$ cat src/rtl/pipeline_hazard_ctrl.sv
// Hazard controller for the 5-stage RV32I pipeline: forwarding, load-use interlock, branch flush, dmem wait.
// Optional HAZARD_PERF_CNT_EN adds stall_cycles / flush_events performance counters.
module pipeline_hazard_ctrl #(
  parameter int unsigned REG_ADDR_W       = 5,
  parameter int unsigned LOAD_USE_BUBBLES = 1,
  parameter int unsigned CNT_W            = 3
) (
  input  logic                  clk,
  input  logic                  rst,
  input  logic [REG_ADDR_W-1:0] Rs1_D,
  input  logic [REG_ADDR_W-1:0] Rs2_D,
  input  logic [REG_ADDR_W-1:0] Rs1_E,
  input  logic [REG_ADDR_W-1:0] Rs2_E,
  input  logic [REG_ADDR_W-1:0] RD_E,
  input  logic                  ResultSrcE,
  input  logic                  PCSrcE,
  input  logic [REG_ADDR_W-1:0] RD_M,
  input  logic                  RegWriteM,
  input  logic [REG_ADDR_W-1:0] RD_W,
  input  logic                  RegWriteW,
  input  logic                  dmem_req_m,
  input  logic                  dmem_ready,
  output logic [1:0]            ForwardAE,
  output logic [1:0]            ForwardBE,
  output logic                  StallF,
  output logic                  StallD,
  output logic                  StallE,
  output logic                  StallM,
  output logic                  FlushD,
  output logic                  FlushE,
  output logic                  FlushW
`ifdef HAZARD_PERF_CNT_EN
  ,
  output logic [31:0]           stall_cycles,
  output logic [31:0]           flush_events
`endif
);

  localparam logic [REG_ADDR_W-1:0] X0      = '0;
  localparam logic [CNT_W-1:0]      LU_LOAD = CNT_W'(LOAD_USE_BUBBLES - 1);

  typedef enum logic [1:0] {
    IDLE     = 2'd0,
    LU_STALL = 2'd1,
    MEM_WAIT = 2'd2
  } state_t;

  state_t           state_q, state_d;
  logic [CNT_W-1:0] cnt_q, cnt_d;
  logic             ret_q, ret_d;

  logic lu_hit;
  logic mem_wait;

  assign lu_hit   = ResultSrcE && (RD_E != X0) && ((RD_E == Rs1_D) || (RD_E == Rs2_D));
  assign mem_wait = dmem_req_m && !dmem_ready;

  // M/W operand forwarding, M has priority; forced to regfile while in reset
  always_comb begin
    ForwardAE = 2'b00;
    ForwardBE = 2'b00;
    if (rst) begin
      if (RegWriteM && (RD_M != X0) && (RD_M == Rs1_E))      ForwardAE = 2'b10;
      else if (RegWriteW && (RD_W != X0) && (RD_W == Rs1_E)) ForwardAE = 2'b01;
      if (RegWriteM && (RD_M != X0) && (RD_M == Rs2_E))      ForwardBE = 2'b10;
      else if (RegWriteW && (RD_W != X0) && (RD_W == Rs2_E)) ForwardBE = 2'b01;
    end
  end

  always_ff @(posedge clk or negedge rst) begin
    if (!rst) begin
      state_q <= IDLE;
      cnt_q   <= '0;
      ret_q   <= 1'b0;
    end else begin
      state_q <= state_d;
      cnt_q   <= cnt_d;
      ret_q   <= ret_d;
    end
  end

  // Next state and stall/flush enables; priority mem_wait > PCSrcE > lu_hit
  always_comb begin
    state_d = state_q;
    cnt_d   = cnt_q;
    ret_d   = ret_q;
    StallF  = 1'b0;
    StallD  = 1'b0;
    StallE  = 1'b0;
    StallM  = 1'b0;
    FlushD  = 1'b0;
    FlushE  = 1'b0;
    FlushW  = 1'b0;

    case (state_q)
      IDLE: begin
        if (mem_wait) begin
          {StallF, StallD, StallE, StallM} = 4'b1111;
          FlushW  = 1'b1;
          ret_d   = 1'b0;
          state_d = MEM_WAIT;
        end else if (PCSrcE) begin
          FlushD = 1'b1;
          FlushE = 1'b1;
        end else if (lu_hit) begin
          StallF = 1'b1;
          StallD = 1'b1;
          FlushE = 1'b1;
          if (LOAD_USE_BUBBLES > 1) begin
            cnt_d   = LU_LOAD;
            state_d = LU_STALL;
          end
        end
      end

      LU_STALL: begin
        if (mem_wait) begin
          // Counter is frozen; the return flag brings us back here afterwards
          {StallF, StallD, StallE, StallM} = 4'b1111;
          FlushW  = 1'b1;
          ret_d   = 1'b1;
          state_d = MEM_WAIT;
        end else if (PCSrcE) begin
          FlushD  = 1'b1;
          FlushE  = 1'b1;
          cnt_d   = '0;
          state_d = IDLE;
        end else begin
          StallF = 1'b1;
          StallD = 1'b1;
          FlushE = 1'b1;
          if (cnt_q <= CNT_W'(1)) begin
            cnt_d   = '0;
            state_d = IDLE;
          end else begin
            cnt_d = cnt_q - CNT_W'(1);
          end
        end
      end

      MEM_WAIT: begin
        if (!dmem_ready) begin
          {StallF, StallD, StallE, StallM} = 4'b1111;
          FlushW = 1'b1;
        end else begin
          state_d = ret_q ? LU_STALL : IDLE;
          ret_d   = 1'b0;
        end
      end

      default: begin
        state_d = IDLE;
        cnt_d   = '0;
        ret_d   = 1'b0;
      end
    endcase

    // Reset overrides everything: no stalls, all flushes asserted
    if (!rst) begin
      {StallF, StallD, StallE, StallM} = 4'b0000;
      {FlushD, FlushE, FlushW}         = 3'b111;
    end
  end

`ifdef HAZARD_PERF_CNT_EN
  logic [31:0] stall_cnt_q;
  logic [31:0] flush_cnt_q;

  // FlushD is only ever raised by PCSrcE outside of reset
  always_ff @(posedge clk or negedge rst) begin
    if (!rst) begin
      stall_cnt_q <= '0;
      flush_cnt_q <= '0;
    end else begin
      if (StallF) stall_cnt_q <= stall_cnt_q + 32'd1;
      if (FlushD) flush_cnt_q <= flush_cnt_q + 32'd1;
    end
  end

  assign stall_cycles = stall_cnt_q;
  assign flush_events = flush_cnt_q;
`endif

endmodule

$ cat config.mk
export PLATFORM = sky130hd
export DESIGN_NAME = pipeline_hazard_ctrl
export DESIGN_NICKNAME = d
export VERILOG_FILES = /design/src/rtl/pipeline_hazard_ctrl.sv
export SDC_FILE = /design/constraint.sdc
export NUM_CORES = 1
export LEC_CHECK = 0
export BUFFER_PORTS_ARGS = -buffer_cell sky130_fd_sc_hd__buf_2
export CAP_MARGIN = 10
export CORE_AREA = 2 2 46 48
export DETAILED_ROUTE_END_ITERATION = 6
export DIE_AREA = 0 0 48 50
export PLACE_DENSITY_LB_ADDON = 0.3
export SYNTH_ARGS = -nofsm -noshare
export SYNTH_HDL_FRONTEND = slang
export SYNTH_SLANG_ARGS = --single-unit
$ cat constraint.sdc
create_clock -name clk -period 4.4 [get_ports clk]
set_input_delay 0.88 -clock clk [delete_from_list [all_inputs] [get_ports clk]]
set_output_delay 0.88 -clock clk [all_outputs]
set_load 0.03 [all_outputs]
==> results of run 1 <==
-- worst reg2reg max path, cell delays in order (launching register included) --
cell and delay, ps:
dfrtp_1 380, inv_1 90, ha_1 140, o21ba_2 150, o21ai_0 480, o21bai_1 110, a21o_1 190
-- cells in the final DEF, fill, tap and decap left out, drive strengths merged, types with 4 or more instances in the layout --
cell type,count
o21ai,5
xnor2,6
nor4,5
dfrtp,6
nand2,4
xor2,24
or4,5
inv,4
buf,53
nor3,5
-- logic make-up (layout without fill, tap and decap cells) --
logic type               count (synthesis)  in the layout
buffers and inverters                    7             60
AO/OA/AOI/OAI                           20             20
adder cells (fa/ha/maj)                  2              2
flip-flops                               6              6
AND/OR/NAND/NOR                         33             33
XOR/XNOR                                30             30
-- flip-flops by register name (all words and copies together) (netlist names) --
register	cells
cnt_q	3
state_q	2
ret_q	1
-- report_power, final --
part           leakage (nW)  internal, mW  switching, mW
Combinational         0.469        0.0355         0.0454
Sequential           0.0824        0.0560        0.00143
Clock                0.0138        0.0310         0.0227
Total                 0.566         0.123         0.0696
-- metal layers --
layer  track usage [%]  vias up  part of all wire (%)
li1                  -      461                     -
met1              21.6      403                    35
met3              2.93        7                   4.5
met2              37.1       33                    58
met5                 0        -                     0
met4              10.8        0                   2.3
-- final timing paths --
kind,startpoint,to,depth (start not counted)
max reg2reg,cnt_q[1],cnt_q[2],6
min reg2reg,ret_q,ret_q,1
max,rst,StallF,6
min,rst,cnt_q[0],1
min in group clk,ret_q,ret_q,1
max in group asynchronous,rst,state_q[1],1
-- final cells by class --
type | instances | area (um2) | share of cell area [%]
tap | 27 | 33.8 | 3.02
timing repair buffer | 53 | 265 | 23.7
inverter | 4 | 15.0 | 1.34
sequential | 6 | 150 | 13.4
multi-input combinational | 85 | 633 | 56.5
clock buffer | 3 | 22.5 | 2.01
-- cell usage after synthesis, drive strengths merged, types with 3 or more instances --
cell type	instances	area (um2)
xor2	24	210
a21o	3	22.5
xnor2	6	52.6
nor3	5	25.0
inv	4	15.0
nor4	5	43.8
dfrtp	6	150
nor2	3	11.3
buf	3	20.0
nand2b	3	18.8
o21ai	5	28.8
or4	5	37.5
a21oi	3	15.0
nand2	4	15.0
-- per-stage QoR --
step | util, % | std cells
detailed placement | 57.7 | 175
global route | 58.9 | 178
global placement | 57.7 | 175
floorplan | - | 98
finish | 58.9 | 178
CTS | 58.9 | 178
==> flow_summary.json, run 1 <==
{
  "ys.flop_type": "dfrtp_1",
  "clock_path_buffers": 2,
  "worstPathRequired_ps": 3520,
  "root_buffer": "clkbuf_4",
  "tns_ps": 0,
  "syn_to_final_growth_pct": 36.8,
  "whs_ps": 478,
  "cts_sinks": 6,
  "relSlewSlack_pct": 48.6,
  "critPathMaxStageDelay_ps": 700,
  "drtIter0Drc": 8,
  "fill_cells": 177,
  "postSynthCellCount": 98,
  "status": "finished, final reports clean",
  "synth-compound-area-share_pct": 17.1,
  "antenna_found_initial": 0,
  "pre_cts_ws_ps": 1150,
  "cpMaxStageDelayCell": "a2111oi_0",
  "grt_pass1_vias": 884,
  "clk_pin_slew_ps": 50,
  "dpl_cell_area_mm2": 0.00110,
  "gp_congestion": 0.826,
  "fin_skew_ps": 1.76,
  "synthSimpleGateAreaFrac_pct": 25.1,
  "synth_top_family_by_area": "XOR/XNOR gates",
  "path_common_cell": "buf_2",
  "via_per_inst": 5.08,
  "cts_resized": 0,
  "maxCapViolCount": 0,
  "synthXorXnorAreaFrac_pct": 32.1,
  "r2r_setup_slack_ps": 2750,
  "diodes": 0,
  "grt_max_degree": 13,
  "peakVddDrop_mv": 0.102,
  "power_density_mw_per_mm2": 172,
  "start_util_pct": 43.0,
  "synth_edf_count": 0,
  "synth_fp_nets": 143,
  "track_usage_pct": 20.7,
  "die_w_um": 48,
  "totalPowerFinal_mw": 0.192,
  "h-tree-depth": 1,
  "die_height_um": 50,
  "pin_count": 54,
  "cp_top_family": "compound AO/OA/AOI/OAI gates",
  "finalMaxSlewViolations": 0,
  "finalHoldViolations": 0,
  "final_area_mm2": 0.00112,
  "layout_worst_path_cycle_share_pct": 74.5,
  "yosys-mux-area-fraction_pct": 0,
  "fmax_mhz": 305,
  "grt_pass1_wl_um": 3590,
  "fin_crit_ps": 3280,
  "ctsHoldBuffers": 0,
  "cp_max_fo": 12,
  "worst_setup_path_end_kind": "output port",
  "cp_cell_sequence": "buf_2 -> inv_1 -> a2111oi_0 -> a21oi_1 -> o21ai_0 -> buf_2",
  "synthArstFlopShare_pct": 100,
  "synth_cell_types": 32,
  "yosysWarnings": 0,
  "ys_ff_latch": 6,
  "finalNetCount": 198,
  "grt_overflow_total": 0,
  "startpoint_type": "input port",
  "p_leak_nw": 0.566,
  "antenna_left": 0,
  "via_count": 904,
  "syn_area_per_cell_um2": 8.35,
  "hp-class": "input port to asynchronous set/reset pin",
  "path_class": "input port to output port",
  "cts_setup_buffers": 0,
  "wire_per_inst_um": 12.3,
  "rsz0062_at_grt": "false",
  "finalSetupViolations": 0,
  "drc": 0,
  "core.rowCount": 16,
  "synth_fa_ha_area_share_pct": 3.06,
  "finalWirelength_um": 2190,
  "hpwl_um": 1930,
  "die_area_mm2": 0.00240,
  "clk_latency_ps": 250,
  "core_area_mm2": 0.00190,
  "syn_area_um2": 818,
  "crit_buf_inv": 3,
  "worst_slew_pin_slew_ps": 751,
  "cts_tree": "yes",
  "io_buffer_count": 53,
  "synth-seq-area-share_pct": 18.3,
  "setup_slack_ps": 1120,
  "arrival_ps": 2400,
  "dr.pass1.iters": 4,
  "numCtsBuffers": 3,
  "drive_above_1_share_pct": 41.1
}
Power figures use the tool's default switching activity.
==> inputs of run 2 (changes only) <==
CORE_AREA = 2 2 48 50   (was 2 2 46 48)
DIE_AREA = 0 0 50 52   (was 0 0 48 50)
clock period = 3.39 ns   (was 4.4 ns; I/O delays follow)
==> run 2 against run 1 <==
Critical path depth stayed put. Clock power increased by 34%. Highest routed layer unchanged. First-iteration DRC count is 63% higher. Critical endpoint is now ForwardAE[0]. Via count unchanged. Worst hold slack worse by 200 ps.
==> flow_summary.json, run 2 (synthesis results as in run 1) <==
{
  "status": "finished, final reports clean",
  "cts_resized": 0,
  "clock_path_buffers": 2,
  "pin_count": 54,
  "relSlewSlack_pct": 59.7,
  "die_height_um": 52,
  "drive_above_1_share_pct": 41.7,
  "diodes": 0,
  "largest_reg_flops": 3,
  "die_w_um": 50,
  "hp-class": "input port to asynchronous set/reset pin",
  "die_area_mm2": 0.00260,
  "core.rowCount": 17,
  "wire_per_inst_um": 12.0,
  "syn_to_final_growth_pct": 37.8,
  "arrival_ps": 2100,
  "cp_cell_sequence": "buf_2 -> or4_1 -> o21ai_2 -> nor4_1 -> nor4_2 -> buf_2",
  "regMostFlops": "cnt_q",
  "finalWirelength_um": 2150,
  "final_cell_mix": "buf_2, xor2_1, xnor2_1, dfrtp_1",
  "layout_worst_path_cycle_share_pct": 82.0,
  "worst_slew_pin_slew_ps": 598,
  "power_density_mw_per_mm2": 224,
  "peakVddDrop_mv": 0.201,
  "rsz0062_at_grt": "false",
  "gp_congestion": 0.800,
  "path_common_cell": "buf_2",
  "numCtsBuffers": 3,
  "worst_setup_path_end_kind": "output port",
  "crit_buf_inv": 2,
  "antenna_found_initial": 0,
  "fmax_mhz": 360,
  "root_buffer": "clkbuf_4",
  "clk_pin_slew_ps": 50,
  "top_regs": "cnt_q x3, state_q x2, ret_q x1",
  "via_per_inst": 5.05,
  "cp_max_fo": 3,
  "worstPathRequired_ps": 2710,
  "critPathMaxStageDelay_ps": 540,
  "grt_use_met1_pct": 20.8,
  "cts_setup_buffers": 0,
  "h-tree-depth": 1,
  "r2r_cells": 6,
  "fin_crit_ps": 2780,
  "core_area_mm2": 0.00211,
  "via_count": 904,
  "finalSetupViolations": 0,
  "final_common_cell": "buf_2",
  "maxCapViolCount": 0,
  "grt_pass1_vias": 905,
  "drc": 0,
  "r2r_setup_slack_ps": 1750,
  "ctsHoldBuffers": 0,
  "grtUsageMet2_pct": 33.6,
  "drtIter0Drc": 13,
  "tns_ps": 0,
  "fin_skew_ps": 1.40,
  "dr.pass1.iters": 4,
  "startpoint_type": "input port",
  "grt_pass1_wl_um": 3730,
  "r2r_start": "cnt_q[1]",
  "cts_sinks": 6,
  "finalMaxSlewViolations": 0,
  "antenna_left": 0,
  "io_buffer_count": 53,
  "grt_overflow_total": 0,
  "cpMaxStageDelayCell": "or4_1",
  "p_leak_nw": 0.566,
  "clk_latency_ps": 250,
  "grt_max_degree": 13,
  "track_usage_pct": 18.2,
  "top_usage_layer": "met2",
  "grt.met3_usage_pct": 2.87,
  "path_class": "input port to output port",
  "hpwl_um": 1830,
  "cp_top_family": "simple AND/OR/NAND/NOR gates",
  "start_util_pct": 38.9,
  "reg2reg_to": "cnt_q[2]",
  "fill_cells": 205,
  "fin_util_pct": 53.5,
  "finalHoldViolations": 0,
  "finalNetCount": 198,
  "cts_tree": "yes"
}
## run 2: worst max-delay path by stage
stage | startpoint | end | slack (ps) | cells after the start
after floorplan | rst | StallF | 360 | 5
final | RD_M[1] | ForwardAE[0] | 610 | 6
after CTS | RD_M[1] | ForwardAE[0] | 620 | 6
after global placement | RD_M[1] | ForwardAE[0] | 660 | 6
after detailed placement | RD_M[1] | ForwardAE[0] | 620 | 6
after global routing | RD_M[1] | ForwardBE[0] | 480 | 6
## run 2: metal layers
metal,up-vias,routed length (um)
li1,456,-
met1,404,884
met2,42,1050
met3,2,198
met4,0,17
met5,-,0
## run 2: layout make-up
cell class	instances	area (um2)	area share, %
multi-input combinational	85	639	56.7
sequential	6	150	13.3
tap	28	35.0	3.11
inverter	4	15.0	1.33
timing repair buffer	53	265	23.5
clock buffer	3	22.5	2.00
## run 2: where the power goes
| part | internal (mW) | leakage, nW | switching [mW] |
|---|---|---|---|
| sequential | 0.0726 | 0.0824 | 0.00206 |
| clock | 0.0404 | 0.0138 | 0.0315 |
| combinational | 0.0464 | 0.470 | 0.0592 |
| total | 0.159 | 0.566 | 0.0928 |
## run 2: worst register-to-register path, stage by stage, from the launching register on
cell and delay [ps]:
dfrtp_1 390, inv_1 80, ha_1 130, o21ba_2 150, o21ai_0 480, o21bai_1 120
a21o_1 190
## run 2: metrics by stage
stage          cells  setup slack [ps]  hold slack (ps)  cell area, um2  power (mW)
4_1_cts          179               618              279            1130       0.256
3_5_place_dp     176               615              473            1100       0.181
3_3_place_gp     176               655              459            1100       0.180
2_1_floorplan     98               357              382             825       0.132
6_report         179               609              281            1130       0.252
5_1_grt          179               484              297            1130       0.268
==> inputs of run 3 (changes only) <==
clock period = 2.9 ns   (was 3.39 ns; I/O delays follow)
==> run 3 against run 2 <==
Die area stayed put. Clock power increased by 12%. Utilization rose by 0.36 points. Total power rose by 16%. Flip-flop and latch count is the same. Global-route usage shrank 0.25 points. Wire length increased by 1.8%. Worst hold slack got worse by 120 ps. Critical path type unchanged. Critical endpoint unchanged. Largest cell class unchanged.
==> flow_summary.json, run 3 (synthesis results as in run 1) <==
{
  "status": "finished, final reports clean",
  "fmax_mhz": 395,
  "fin_crit_ps": 2530,
  "clock_path_buffers": 2,
  "grt_pass1_wl_um": 3680,
  "finalNetCount": 199,
  "grt_overflow_total": 0,
  "layout.cells.non_filler": 180,
  "internal-power_mw": 0.187,
  "cts_setup_buffers": 0,
  "antenna_left": 0,
  "die_w_um": 50,
  "top_regs": "cnt_q x3, state_q x2, ret_q x1",
  "switchingPower_mw": 0.106,
  "cts_resized": 0,
  "peakVddDrop_mv": 0.205,
  "cts_tree": "yes",
  "via_per_inst": 4.99,
  "numCtsBuffers": 3,
  "rsz0062_at_grt": "false",
  "place_inst": 177,
  "drtIter0Drc": 14,
  "p_seq_share_pct": 29.8,
  "crit_buf_inv": 2,
  "cts_sinks": 6,
  "critPathMaxStageDelay_ps": 530,
  "fin_skew_ps": 4.56,
  "drive_above_1_share_pct": 42.1,
  "wire_per_inst_um": 12.1,
  "track_usage_pct": 17.9,
  "worst_setup_path_end_kind": "output port",
  "relSlewSlack_pct": 58.3,
  "path_common_cell": "buf_2",
  "regMostFlops": "cnt_q",
  "cpMaxStageDelayCell": "or4_1",
  "p_leak_nw": 0.571,
  "core.rowCount": 17,
  "finalSetupViolations": 0,
  "ctsHoldBuffers": 0,
  "core_area_mm2": 0.00211,
  "dr.pass1.iters": 4,
  "die_area_mm2": 0.00260,
  "syn_to_final_growth_pct": 38.7,
  "h-tree-depth": 1,
  "finalWirelength_um": 2180,
  "power_density_mw_per_mm2": 258,
  "final_common_cell": "buf_2",
  "largest_reg_flops": 3,
  "clkPwrFrac_pct": 27.6,
  "startpoint_type": "input port",
  "hp-class": "input port to asynchronous set/reset pin",
  "diodes": 0,
  "maxCapViolCount": 0,
  "cp_cell_sequence": "buf_2 -> or4_1 -> o21ai_2 -> nor4_1 -> nor4_2 -> buf_2",
  "fin_util_pct": 53.9,
  "whs_ps": 164,
  "cp_max_fo": 3,
  "pin_count": 54,
  "finalMaxSlewViolations": 0,
  "io_buffer_count": 53,
  "path_class": "input port to output port",
  "start_util_pct": 38.9,
  "cp_top_family": "simple AND/OR/NAND/NOR gates",
  "worst_slew_pin_slew_ps": 619,
  "switching_share_pct": 36.2,
  "worstPathRequired_ps": 2320,
  "clk_latency_ps": 250,
  "via_count": 898,
  "clk_pin_slew_ps": 50,
  "final_cell_mix": "buf_2, xor2_1, xnor2_1, dfrtp_1",
  "hpwl_um": 1850,
  "root_buffer": "clkbuf_4",
  "die_height_um": 52,
  "drc": 0,
  "arrival_ps": 1950,
  "pwr-share-comb_pct": 42.6,
  "layout_worst_path_cycle_share_pct": 87.4,
  "tns_ps": 0,
  "gp_congestion": 0.756,
  "finalHoldViolations": 0,
  "antenna_found_initial": 0,
  "grt_pass1_vias": 877,
  "grt_max_degree": 10
}
run 3: cell count changes in the layout (fill, tap and decap cells not counted), sizes merged:
| cell | previous run | this run |
|---|---|---|
| buf | 53 | 54 |
run 3: path summary, 6_finish.rpt:
check	startpoint	end	slack, ps	cells after the start
setup / recovery	RD_M[1]	ForwardAE[0]	370	6
hold / removal	rst	cnt_q[2]	160	1
setup reg to reg	cnt_q[1]	cnt_q[2]	1250	6
hold reg to reg	ret_q	ret_q	480	1
max in group asynchronous	rst	state_q[1]	2420	2
min in group clk	ret_q	ret_q	480	1
run 3: cell type report:
| class | count | area [um2] |
|---|---|---|
| Timing Repair Buffer | 54 | 273 |
| Multi-Input combinational cell | 85 | 639 |
| Fill cell | 206 | 971 |
| Inverter | 4 | 15.0 |
| Clock buffer | 3 | 22.5 |
| Tap cell | 28 | 35.0 |
| Sequential cell | 6 | 150 |
run 3: metrics by stage:
step,setup slack (ps),cell area [um2],power [mW]
floorplan,63.3,825,0.154
global placement,375,1110,0.210
detailed placement,358,1110,0.213
CTS,358,1130,0.297
global route,251,1130,0.312
finish,366,1130,0.293
run 3: power by group through the flow:
stage	clock, mW	combinational [mW]	sequential, mW
detailed placement	0	0.125	0.0887
global placement	0	0.122	0.0886
finish	0.0808	0.125	0.0875
global route	0.0870	0.137	0.0875
floorplan	0	0.0679	0.0864
CTS	0.0842	0.125	0.0873
run 3: metal layers:
metal,GRT usage [%],share of wire [%],vias up
met2,33.6,48,46
li1,-,-,456
met4,8.33,0.78,0
met5,0,0,-
met1,19.9,43,394
met3,2.30,8.4,2
